--- src/rtl/pc_ctrl_pkg.sv ---
// pc_ctrl_pkg: branch opcodes, PC control codes and FSM states shared by the PC and pc_ctrl.
package pc_ctrl_pkg;
  localparam logic [2:0] BR_NONE = 3'b000;
  localparam logic [2:0] BR_COND = 3'b001;
  localparam logic [2:0] BR_JMP  = 3'b010;
  localparam logic [2:0] BR_ABS  = 3'b011;
  localparam logic [2:0] BR_HALT = 3'b111;
  localparam logic [2:0] PC_INC  = 3'b000;
  localparam logic [2:0] PC_COND = 3'b001;
  localparam logic [2:0] PC_JMP  = 3'b010;
  typedef enum logic [1:0] {ST_RUN, ST_FLUSH, ST_HALT} state_t;
  function automatic logic is_branch(input logic [2:0] op);
    return op == BR_COND || op == BR_JMP || op == BR_ABS;
  endfunction
endpackage

--- src/rtl/pc_ctrl_if.sv ---
// pc_ctrl_if: decode-side inputs (master drives) and PC-control outputs (slave drives) of pc_ctrl.
interface pc_ctrl_if #(parameter int D = 12, parameter int LUT_N = 16);
  localparam int IW = $clog2(LUT_N);
  logic          instr_valid;
  logic [2:0]    br_op;
  logic [IW-1:0] lut_idx;
  logic          cond_sel;
  logic          flag_we;
  logic          alu_zero;
  logic          alu_neg;
  logic          lut_we;
  logic [IW-1:0] lut_wr_idx;
  logic [D-1:0]  lut_wr_data;
  logic          start;
  logic [D-1:0]  prog_ctr;
  logic [2:0]    branch;
  logic [D-1:0]  target;
  logic          jcnd;
  logic          flush;
  logic          halted;
  logic [15:0]   redirect_cnt;
  modport master (
    output instr_valid, br_op, lut_idx, cond_sel, flag_we, alu_zero, alu_neg,
           lut_we, lut_wr_idx, lut_wr_data, start, prog_ctr,
    input  branch, target, jcnd, flush, halted, redirect_cnt
  );
  modport slave (
    input  instr_valid, br_op, lut_idx, cond_sel, flag_we, alu_zero, alu_neg,
           lut_we, lut_wr_idx, lut_wr_data, start, prog_ctr,
    output branch, target, jcnd, flush, halted, redirect_cnt
  );
endinterface

--- src/rtl/pc_ctrl_jump_lut.sv ---
// jump_lut: jump-target table; sync write, async read (old data on same-index write), async-reset clear.
module jump_lut #(
  parameter int D = 12,
  parameter int LUT_N = 16,
  localparam int IW = $clog2(LUT_N)
) (
  input  logic          clk,
  input  logic          reset,
  input  logic          we,
  input  logic [IW-1:0] wr_idx,
  input  logic [D-1:0]  wr_data,
  input  logic [IW-1:0] rd_idx,
  output logic [D-1:0]  rd_data
);
  logic [D-1:0] mem [LUT_N];
  always_ff @(posedge clk or posedge reset)
    if (reset) mem <= '{default: '0};
    else if (we) mem[wr_idx] <= wr_data;
  assign rd_data = mem[rd_idx];
endmodule

--- src/rtl/pc_ctrl.sv ---
// pc_ctrl: branch/flush/halt control for the PC. Ports: clk, reset (async, active-high), bus (pc_ctrl_if.slave).
module pc_ctrl
  import pc_ctrl_pkg::*;
#(
  parameter int D = 12,
  parameter int LUT_N = 16
) (
  input logic     clk,
  input logic     reset,
  pc_ctrl_if.slave bus
);
  state_t       state;
  logic         flag_z, flag_n;
  logic [15:0]  cnt_q;
  logic [D-1:0] lut_rd;
  logic         run, hlt, is_br, sel_flag, taken, halt_req;
  jump_lut #(.D(D), .LUT_N(LUT_N)) u_lut (
    .clk    (clk),
    .reset  (reset),
    .we     (bus.lut_we),
    .wr_idx (bus.lut_wr_idx),
    .wr_data(bus.lut_wr_data),
    .rd_idx (bus.lut_idx),
    .rd_data(lut_rd)
  );
  // reset gating keeps outputs quiet while reset is held even though RUN decodes inputs combinationally
  assign run      = state == ST_RUN && !reset;
  assign hlt      = state == ST_HALT && !reset;
  assign sel_flag = bus.cond_sel ? flag_n : flag_z;
  assign is_br    = run && bus.instr_valid && is_branch(bus.br_op);
  assign taken    = is_br && (bus.br_op != BR_COND || sel_flag);
  assign halt_req = run && bus.instr_valid && bus.br_op == BR_HALT;
  assign bus.branch       = is_br ? bus.br_op : hlt ? PC_JMP : PC_INC;
  assign bus.target       = is_br ? lut_rd : hlt ? bus.prog_ctr : '0;
  assign bus.jcnd         = is_br && sel_flag;
  assign bus.flush        = state == ST_FLUSH && !reset;
  assign bus.halted       = hlt;
  assign bus.redirect_cnt = cnt_q;
  always_ff @(posedge clk or posedge reset)
    if (reset) begin
      state  <= ST_RUN;
      flag_z <= 1'b0;
      flag_n <= 1'b0;
      cnt_q  <= '0;
    end else begin
      if (bus.flag_we) begin
        flag_z <= bus.alu_zero;
        flag_n <= bus.alu_neg;
      end
      if (taken && cnt_q != 16'hFFFF) cnt_q <= cnt_q + 16'd1;
      state <= state == ST_RUN   ? (taken ? ST_FLUSH : halt_req ? ST_HALT : ST_RUN) :
               state == ST_FLUSH ? ST_RUN :
               bus.start         ? ST_RUN : ST_HALT;
    end
endmodule

--- src/flat_wrapper.sv ---
// flat-port wrapper written by rule: the top's interface ports become plain ports
module pc_ctrl_flat import pc_ctrl_pkg::*;
#(
  parameter int D = 12,
  parameter int LUT_N = 16
)
  (clk, reset, bus_instr_valid, bus_br_op, bus_lut_idx, bus_cond_sel, bus_flag_we, bus_alu_zero, bus_alu_neg, bus_lut_we, bus_lut_wr_idx, bus_lut_wr_data, bus_start, bus_prog_ctr, bus_branch, bus_target, bus_jcnd, bus_flush, bus_halted, bus_redirect_cnt);
  pc_ctrl_if #(.D(D), .LUT_N(LUT_N)) bus_i ();
  input logic clk;
  input logic reset;
  input wire logic [$bits(bus_i.instr_valid)-1:0] bus_instr_valid;
  input wire logic [$bits(bus_i.br_op)-1:0] bus_br_op;
  input wire logic [$bits(bus_i.lut_idx)-1:0] bus_lut_idx;
  input wire logic [$bits(bus_i.cond_sel)-1:0] bus_cond_sel;
  input wire logic [$bits(bus_i.flag_we)-1:0] bus_flag_we;
  input wire logic [$bits(bus_i.alu_zero)-1:0] bus_alu_zero;
  input wire logic [$bits(bus_i.alu_neg)-1:0] bus_alu_neg;
  input wire logic [$bits(bus_i.lut_we)-1:0] bus_lut_we;
  input wire logic [$bits(bus_i.lut_wr_idx)-1:0] bus_lut_wr_idx;
  input wire logic [$bits(bus_i.lut_wr_data)-1:0] bus_lut_wr_data;
  input wire logic [$bits(bus_i.start)-1:0] bus_start;
  input wire logic [$bits(bus_i.prog_ctr)-1:0] bus_prog_ctr;
  output wire logic [$bits(bus_i.branch)-1:0] bus_branch;
  output wire logic [$bits(bus_i.target)-1:0] bus_target;
  output wire logic [$bits(bus_i.jcnd)-1:0] bus_jcnd;
  output wire logic [$bits(bus_i.flush)-1:0] bus_flush;
  output wire logic [$bits(bus_i.halted)-1:0] bus_halted;
  output wire logic [$bits(bus_i.redirect_cnt)-1:0] bus_redirect_cnt;
  assign bus_i.instr_valid = bus_instr_valid;
  assign bus_i.br_op = bus_br_op;
  assign bus_i.lut_idx = bus_lut_idx;
  assign bus_i.cond_sel = bus_cond_sel;
  assign bus_i.flag_we = bus_flag_we;
  assign bus_i.alu_zero = bus_alu_zero;
  assign bus_i.alu_neg = bus_alu_neg;
  assign bus_i.lut_we = bus_lut_we;
  assign bus_i.lut_wr_idx = bus_lut_wr_idx;
  assign bus_i.lut_wr_data = bus_lut_wr_data;
  assign bus_i.start = bus_start;
  assign bus_i.prog_ctr = bus_prog_ctr;
  assign bus_branch = bus_i.branch;
  assign bus_target = bus_i.target;
  assign bus_jcnd = bus_i.jcnd;
  assign bus_flush = bus_i.flush;
  assign bus_halted = bus_i.halted;
  assign bus_redirect_cnt = bus_i.redirect_cnt;
  pc_ctrl #(.D(D), .LUT_N(LUT_N)) u_core (.clk(clk), .reset(reset), .bus(bus_i));
endmodule
--- config.mk ---
export PLATFORM = sky130hd
export DESIGN_NAME = pc_ctrl_flat
export DESIGN_NICKNAME = d
export VERILOG_FILES = /design/src/rtl/pc_ctrl_pkg.sv /design/src/rtl/pc_ctrl_if.sv /design/src/rtl/pc_ctrl_jump_lut.sv /design/src/rtl/pc_ctrl.sv /design/src/flat_wrapper.sv
export SDC_FILE = /design/constraint.sdc
export NUM_CORES = 1
export LEC_CHECK = 0
export ABC_AREA = 0
export BUFFER_PORTS_ARGS = -buffer_cell sky130_fd_sc_hd__buf_2
export CORE_MARGIN = 5
export CORE_UTILIZATION = 67
export CTS_BUF_LIST = sky130_fd_sc_hd__clkbuf_8
export DETAILED_ROUTE_END_ITERATION = 16
export GPL_TIMING_DRIVEN = 0
export PLACE_DENSITY = 0.92
export SLEW_MARGIN = 5
export SYNTH_ARGS = -nofsm -noshare
export SYNTH_HDL_FRONTEND = slang
export SYNTH_HIERARCHICAL = 1
export SYNTH_SLANG_ARGS = --single-unit
export TNS_END_PERCENT = 30
--- constraint.sdc ---
create_clock -name clk -period 14.1 [get_ports clk]
set_input_delay 1.41 -clock clk [delete_from_list [all_inputs] [get_ports clk]]
set_output_delay 1.41 -clock clk [all_outputs]
set_load 0.01 [all_outputs]
* Word-level counts from Yosys, hierarchy flattened
Cells that the tools add are included.
Storage, ports and cells: input port bits 44, register bits 212
Operators by class: magnitude comparators 3, equal/unequal tests 8, add/subtract/negate cells 1, reduce and logical (&&, ||, !) cells 15, bitwise logic cells 2, muxes and demuxes 16
Operators by type and width (count):
- $bwmux 192 | 1
- $mux 12 | 5
- $bmux 12 s4 | 1
- $demux 12 s4 | 1
- $add 16x1->16 const B | 1
- $ne 16x16->1 const B | 1
- $mux 2 | 6
- $ge 5x5->1 const B | 2
- $logic_and 1x1->1 | 10
- $not 4->5 | 2
- $eq 3x2->1 const B | 2
- $lt 5x1->1 const B | 1
- $eq 3x1->1 const B | 1
- $eq 3x3->1 const B | 1
- $logic_or 1x1->1 | 3
- $mux 3 | 1
- $ne 3x1->1 const B | 1
- $eq 2x1->1 const B | 1
- $eq 2x2->1 const B | 1
- $logic_not 2->1 | 1
- $logic_not 1->1 | 1
- $mux 1 | 1

* Depth between registers and ports, before layout
Gate-level depths: netlist of run 1.
depth in word-level cells 7, depth in mapped cells 7

* Hierarchy
The synthesis of run 1 kept the hierarchy.
By module, submodules not included:
- jump_lut | seq. area each 4804.6 sq um, area each 8639.5 sq um, cells each 543, instances 1
- pc_ctrl | seq. area each 500.5 sq um, area each 1172.4 sq um, cells each 113, instances 1

* Least setup slack after synthesis of run 1
Ideal clock, no wire load.
path kind input to output, start input bus_lut_idx[0], end output bus_target[0], stages on the path 6, required time 12690 ps, buffers on the path 2, arrival time 2863 ps, slack 9827 ps, cell sequence buf_4 buf_2 mux4_2 a22oi_1 nand2_1 a22o_1
Between the ends: longest elaborated chain between the ends 5
Ends and longest elaborated chain:
- start: declaration | line flat_wrapper.sv:13 | input wire logic [$bits(bus_i.lut_idx)-1:0] bus_lut_idx;
- $not 4->5 (implied by the code) | line pc_ctrl_jump_lut.sv:19 | assign rd_data = mem[rd_idx];
- $bmux 12 s4 | line pc_ctrl_jump_lut.sv:19
- $mux 12 (implied by the code) (2 in a row) | line pc_ctrl_jump_lut.sv:19
- named net u_core.lut_rd[0] | line pc_ctrl.sv:15 | logic [D-1:0] lut_rd;
- $mux 12 | line pc_ctrl.sv:34 | assign bus.target = is_br ? lut_rd : hlt ? bus.prog_ctr : '0;
- end: declaration | line flat_wrapper.sv:24 | output wire logic [$bits(bus_i.target)-1:0] bus_target;
The timed path passes the listed nets, and every way through them passes these cells. The select of a mux whose other input is x is not followed.

* Worst setup path in the final report of run 1
start input bus_lut_idx[1], end output bus_target[3]
The elaborated chain is that of the path after synthesis.

==> results.json, run 1 <==
{
  "grtUsageMet2_pct": 48.9,
  "grt_max_degree": 127,
  "area_growth_pct": 13.0,
  "crit_fanout": 10,
  "cp.arrival_ns": 3.85,
  "start_kind": "primary input",
  "grt-busiest-layer": "met2",
  "ys_types": 42,
  "antenna_found_initial": 0,
  "postSynthCellCount": 656,
  "ys_ff_latch": 212,
  "max-cap-violations": 0,
  "ys_warn_count": 6,
  "status": "complete, no violations",
  "grtUsageMet3_pct": 5.28,
  "hold_viol": 0,
  "synth-edff-count": 0,
  "core_sq_um": 14400,
  "worstSkewPairLatency_ns": 0.51,
  "grt_pass1_wl_mm": 38.0,
  "cts_resized": 0,
  "met1_usage_pct": 38.7,
  "setup_tns_ns": 0,
  "initial_core_util_pct": 68.0,
  "cts_buffer_depth": 3,
  "p_leak_nw": 5.00,
  "grt_pass1_vias": 6932,
  "drive_gt1_share_pct": 49.8,
  "die-area_sq_um": 17200,
  "io_buffers": 74,
  "diodes": 0,
  "cts.sinks": 212,
  "syn_avg_cell_area_sq_um": 15.0,
  "gp_congestion": 0.930,
  "finalMaxSlewViolations": 0,
  "viasPerCell": 6.50,
  "period_share_pct": 37.3,
  "routed_wl_mm": 24.2,
  "drtAntennaViolNets": 0,
  "cts_tree": "built",
  "period_needed_ns": 5.26,
  "core.rowCount": 44,
  "cts.reportedPaths.clkPinSlew_ns": 0.05,
  "post_cts_buffers": 0,
  "cts_hold_buf": 0,
  "grt_usage_pct": 29.7,
  "dieHeight_um": 131,
  "endpoint_kind": "primary output",
  "root_buffer": "clkbuf_8",
  "cts_buffers": 35,
  "mostFrequentLayoutCell": "dfrtp_1",
  "dr.pass1.iters": 5,
  "synth.cell_area_sq_um": 9810,
  "multi_input_area_sq_um": 4270,
  "num_io_pins": 78,
  "worst_hold_slack_ns": 0.493,
  "ir_drop_mv": 0.110,
  "grt_overflow_total": 0,
  "required_ns": 12.69,
  "dr_total_vias": 6327,
  "final_cell_mix": "212 x dfrtp_1, 188 x mux2_2, 99 x buf_2",
  "drc": 0,
  "critPathKind": "primary input to primary output",
  "async_flop_share_pct": 100,
  "fill_cells": 831,
  "cts_max_level": 2,
  "setup_viol": 0,
  "wl_per_cell_um": 24.9,
  "slew_headroom_pct": 41.9,
  "die-width_um": 131,
  "nets": 813,
  "hp-class": "flop to flop",
  "syn-num-nets": 701,
  "rsz0062_at_grt": "no",
  "ys.flop_type": "dfrtp_1",
  "seq_area_sq_um": 5310,
  "synth-seq-area-share_pct": 54.1,
  "power.density_nw_per_um2": 146,
  "max_freq_mhz": 190,
  "worst_slew_pin_slew_ns": 0.871,
  "dp_hpwl_mm": 16.1,
  "clock_skew_ns": 0.0131,
  "dr.first_iter.drc_count": 546
}
## Yosys cell counts, drive strengths merged (9+ instances only)
cell type	instances	area [sq um]
nand3	10	55.1
buf	29	155
dfrtp	212	5310
nor2	13	51.3
nand4	9	56.3
nor3	9	45.0
a22oi	24	180
mux4	48	1080
xnor2	12	105
mux2	198	2230
nand2	23	86.3
clkbuf	19	71.3
a22o	12	105
## where the power goes
group / leakage, nW / switching, mW / total [mW] / internal (mW)
clock: 0.386 / 0.228 / 0.495 / 0.267
sequential: 2.62 / 0.0805 / 0.824 / 0.744
combinational: 1.99 / 0.125 / 0.303 / 0.179
total: 5.00 / 0.434 / 1.62 / 1.19
## critical path: stages
cell,delay (ns)
buf_2,0.12
buf_1,0.66
buf_2,0.42
mux4_2,0.37
a22oi_1,0.33
nand2_1,0.17
a22o_1,0.23
buf_2,0.13
## final timing paths
kind | from | endpoint | slack [ns] | depth (start not counted)
max in group asynchronous | reset | u_core/u_lut/mem[70] | 12.18 | 3
min in group asynchronous | reset | u_core/u_lut/mem[168] | 0.98 | 2
worst max-delay path | bus_lut_idx[1] | bus_target[3] | 8.84 | 8
worst max register to register | u_core/bus.redirect_cnt[0] | u_core/bus.redirect_cnt[1] | 11.92 | 7
worst min register to register | u_core/u_lut/mem[93] | u_core/u_lut/mem[93] | 0.49 | 1
worst min-delay path | u_core/u_lut/mem[93] | u_core/u_lut/mem[93] | 0.49 | 1
## kinds of logic after synthesis
kind of cell | share of synthesized area, %
AOI/OAI and AO/OA | 3.25
xor gates and xnor gates | 1.16
adders and majority gates | 0.127
buffers and inverters | 2.46
DFF | 54.1
muxes | 33.7
other | 0.0382
and+or+nand+nor | 5.15
## routing by layer
metal	vias up	wire, um
met5	-	0
li1	2679	-
met3	75	1780
met1	3270	9220
met2	303	12300
met4	0	945
## sequential cells by signal, summed over array words and instances, names as in the netlist
signal	count
u_core/u_lut/mem	192
u_core/state	2
u_core/bus.redirect_cnt	16
u_core/flag_n	1
u_core/flag_z	1
## final cells by class
cell class              count  share of cell area (%)
well taps                 184                    2.08
multi-input cells         392                    38.5
clock inverters            16                   0.553
clock buffers              42                    5.21
plain buffers              48                    2.04
inverters                   4                   0.203
flip-flops and latches    212                    47.9
repair buffers             75                    3.59
## metrics by stage
stage | utilization (%) | instance area [sq um] | cells | setup slack, ns | power [mW]
final | 76.9 | 11100 | 973 | 8.84 | 1.62
after global routing | 76.9 | 11100 | 973 | 8.80 | 1.69
after CTS | 76.9 | 11100 | 973 | 8.93 | 1.63
after global placement | 72.2 | 10400 | 914 | 6.07 | 1.08
after detailed placement | 72.4 | 10400 | 915 | 8.94 | 1.13
after floorplan | - | 9810 | 656 | 7.46 | 1.03
Power figures use the tool's default switching activity.
==> inputs of run 2 (changes only) <==
--- a/config.mk
+++ b/config.mk
@@ -8,11 +8,11 @@
 export ABC_AREA = 0
 export BUFFER_PORTS_ARGS = -buffer_cell sky130_fd_sc_hd__buf_2
 export CORE_MARGIN = 5
-export CORE_UTILIZATION = 67
+export CORE_UTILIZATION = 62
 export CTS_BUF_LIST = sky130_fd_sc_hd__clkbuf_8
 export DETAILED_ROUTE_END_ITERATION = 16
 export GPL_TIMING_DRIVEN = 0
-export PLACE_DENSITY = 0.92
+export PLACE_DENSITY = 0.86
 export SLEW_MARGIN = 5
 export SYNTH_ARGS = -nofsm -noshare
 export SYNTH_HDL_FRONTEND = slang
==> constraint.sdc (replaced) <==
create_clock -name clk -period 5.5 [get_ports clk]
set_input_delay 0.55 -clock clk [delete_from_list [all_inputs] [get_ports clk]]
set_output_delay 0.55 -clock clk [all_outputs]
set_load 0.01 [all_outputs]
==> results.json, run 2 (same netlist as run 1, synthesis figures left out) <==
{
  "status": "complete, no violations",
  "setup_viol": 0,
  "stdcell_area_sq_um": 11300,
  "ir_drop_mv": 0.205,
  "crit_top_cell": "buf_2",
  "grt_pass1_wl_mm": 38.1,
  "layout.cells.non_filler": 1012,
  "fin_total_pwr_mw": 4.34,
  "cp.arrival_ns": 3.08,
  "worstReg2RegEnd": "u_core/bus.redirect_cnt[1]",
  "grt_overflow_total": 0,
  "num_io_pins": 78,
  "cts_buffers": 35,
  "post_cts_buffers": 0,
  "p_switching_mw": 1.11,
  "dp_cells": 950,
  "cts_max_level": 2,
  "fill_cells": 1012,
  "rrSetupSlack_ns": 3.33,
  "gp_congestion": 0.889,
  "crit_fanout": 10,
  "period_needed_ns": 3.63,
  "dr_total_vias": 6264,
  "cts.reportedPaths.clkPinSlew_ns": 0.07,
  "slew_headroom_pct": 39.5,
  "p_leak_nw": 5.07,
  "cts_resized": 0,
  "io_buffers": 74,
  "hold_viol": 0,
  "wl_per_cell_um": 23.6,
  "area_growth_pct": 15.2,
  "endpoint_kind": "primary output",
  "p_int_mw": 3.23,
  "max_freq_mhz": 275,
  "cp_num_buf_inv": 4,
  "setup_tns_ns": 0,
  "cpMaxStageDelayCell": "buf_1",
  "worst_slew_pin_slew_ns": 0.907,
  "routed_wl_mm": 23.9,
  "die-area_sq_um": 18400,
  "cts_tree": "built",
  "grt_usage_pct": 27.3,
  "critPathKind": "primary input to primary output",
  "placed_area_sq_um": 10500,
  "cts_buffer_depth": 3,
  "hp-class": "primary input to async pin",
  "rsz0062_at_grt": "no",
  "max-cap-violations": 0,
  "worstReg2RegStart": "u_core/bus.redirect_cnt[0]",
  "core.rowCount": 46,
  "dr.pass1.iters": 5,
  "cts_hold_buf": 0,
  "grt_pass1_vias": 6883,
  "reg2reg_depth": 7,
  "drtAntennaViolNets": 0,
  "nets": 816,
  "power.density_nw_per_um2": 384,
  "regMostFlops": "u_core/u_lut/mem",
  "diodes": 0,
  "finalMaxSlewViolations": 0,
  "dp_hpwl_mm": 16.3,
  "worstSkewPairLatency_ns": 0.51,
  "start_kind": "primary input",
  "comb_power_share_pct": 17.6,
  "viasPerCell": 6.19,
  "dieHeight_um": 136,
  "initial_core_util_pct": 62.4,
  "required_ns": 4.95,
  "root_buffer": "clkbuf_8",
  "grt_max_degree": 46,
  "clock_skew_ns": 0.00735,
  "share_seq_of_total_power_pct": 48.5,
  "drive_gt1_share_pct": 50.6,
  "dr.first_iter.drc_count": 528,
  "die-width_um": 136,
  "antenna_found_initial": 0,
  "period_share_pct": 66.1,
  "power_frac_clock_pct": 33.9,
  "cts.sinks": 212,
  "drc": 0,
  "crit_chain": "buf_2 -> buf_1 -> buf_2 -> mux4_2 -> a22oi_1 -> nand2_1 -> a22o_1 -> buf_2",
  "mostFrequentLayoutCell": "dfrtp_1",
  "crit_family": "buffers and inverters",
  "critPathMaxStageDelay_ns": 0.69,
  "final_cell_mix": "212 x dfrtp_1, 188 x mux2_2, 99 x buf_2",
  "core_sq_um": 15700,
  "largest_register_ffs": 192,
  "switching_share_pct": 25.5
}
## run 2: changes by cell type in the layout (fill, tap and decap cells not counted), sizes merged
cell,before,now
clkinv,1,0
clkinvlp,0,1
clkbuf,61,67
inv,19,15
bufinv,0,2
buf,104,107
## run 2: worst max-delay path by stage
stage / start / endpoint / slack, ns / cells after the start
detailed placement: bus_lut_idx[1] / bus_target[3] / 1.97 / 8
finish: bus_lut_idx[1] / bus_target[7] / 1.87 / 8
floorplan: reset / u_core/u_lut/mem[0] / 2.47 / 1
global placement: reset / u_core/u_lut/mem[165] / 1.63 / 2
global route: bus_lut_idx[1] / bus_target[3] / 1.79 / 8
CTS: bus_lut_idx[1] / bus_target[5] / 1.95 / 8
## run 2: cell type report
cell class / instances / area [sq um] / area share (%)
sequential: 212 / 5310 / 46.9
inverter: 4 / 18.8 / 0.166
tap: 216 / 270 / 2.39
buffer: 48 / 226 / 2.00
clock inverter: 14 / 105 / 0.930
clock buffer: 48 / 661 / 5.85
multi-input combinational: 392 / 4270 / 37.7
timing repair buffer: 78 / 450 / 3.99
## run 2: metrics by stage
step	hold WS, ns	worst slack [ns]	utilization [%]
final	0.151	1.87	71.9
after global routing	0.177	1.79	71.9
after CTS	0.144	1.95	71.9
after detailed placement	0.488	1.97	67.1
after global placement	0.471	1.63	66.5
after floorplan	0.459	2.47	-
## run 2: power by group through the flow
| stage | sequential (mW) | clock [mW] | combinational (mW) |
|---|---|---|---|
| 2_1_floorplan | 2.05 | 0 | 0.579 |
| 3_3_place_gp | 2.07 | 0 | 0.706 |
| 3_5_place_dp | 2.12 | 0 | 0.760 |
| 4_1_cts | 2.10 | 1.50 | 0.767 |
| 5_1_grt | 2.14 | 1.57 | 0.823 |
| 6_report | 2.10 | 1.47 | 0.763 |
## run 2: per-layer routing
metal  global-route usage [%]  part of all wire [%]  up-vias
li1                         -                     -     2683
met1                     36.5                    40     3277
met2                     46.1                    51      256
met3                     5.68                   7.2       48
met4                     7.84                   2.2        0
met5                        0                     0        -
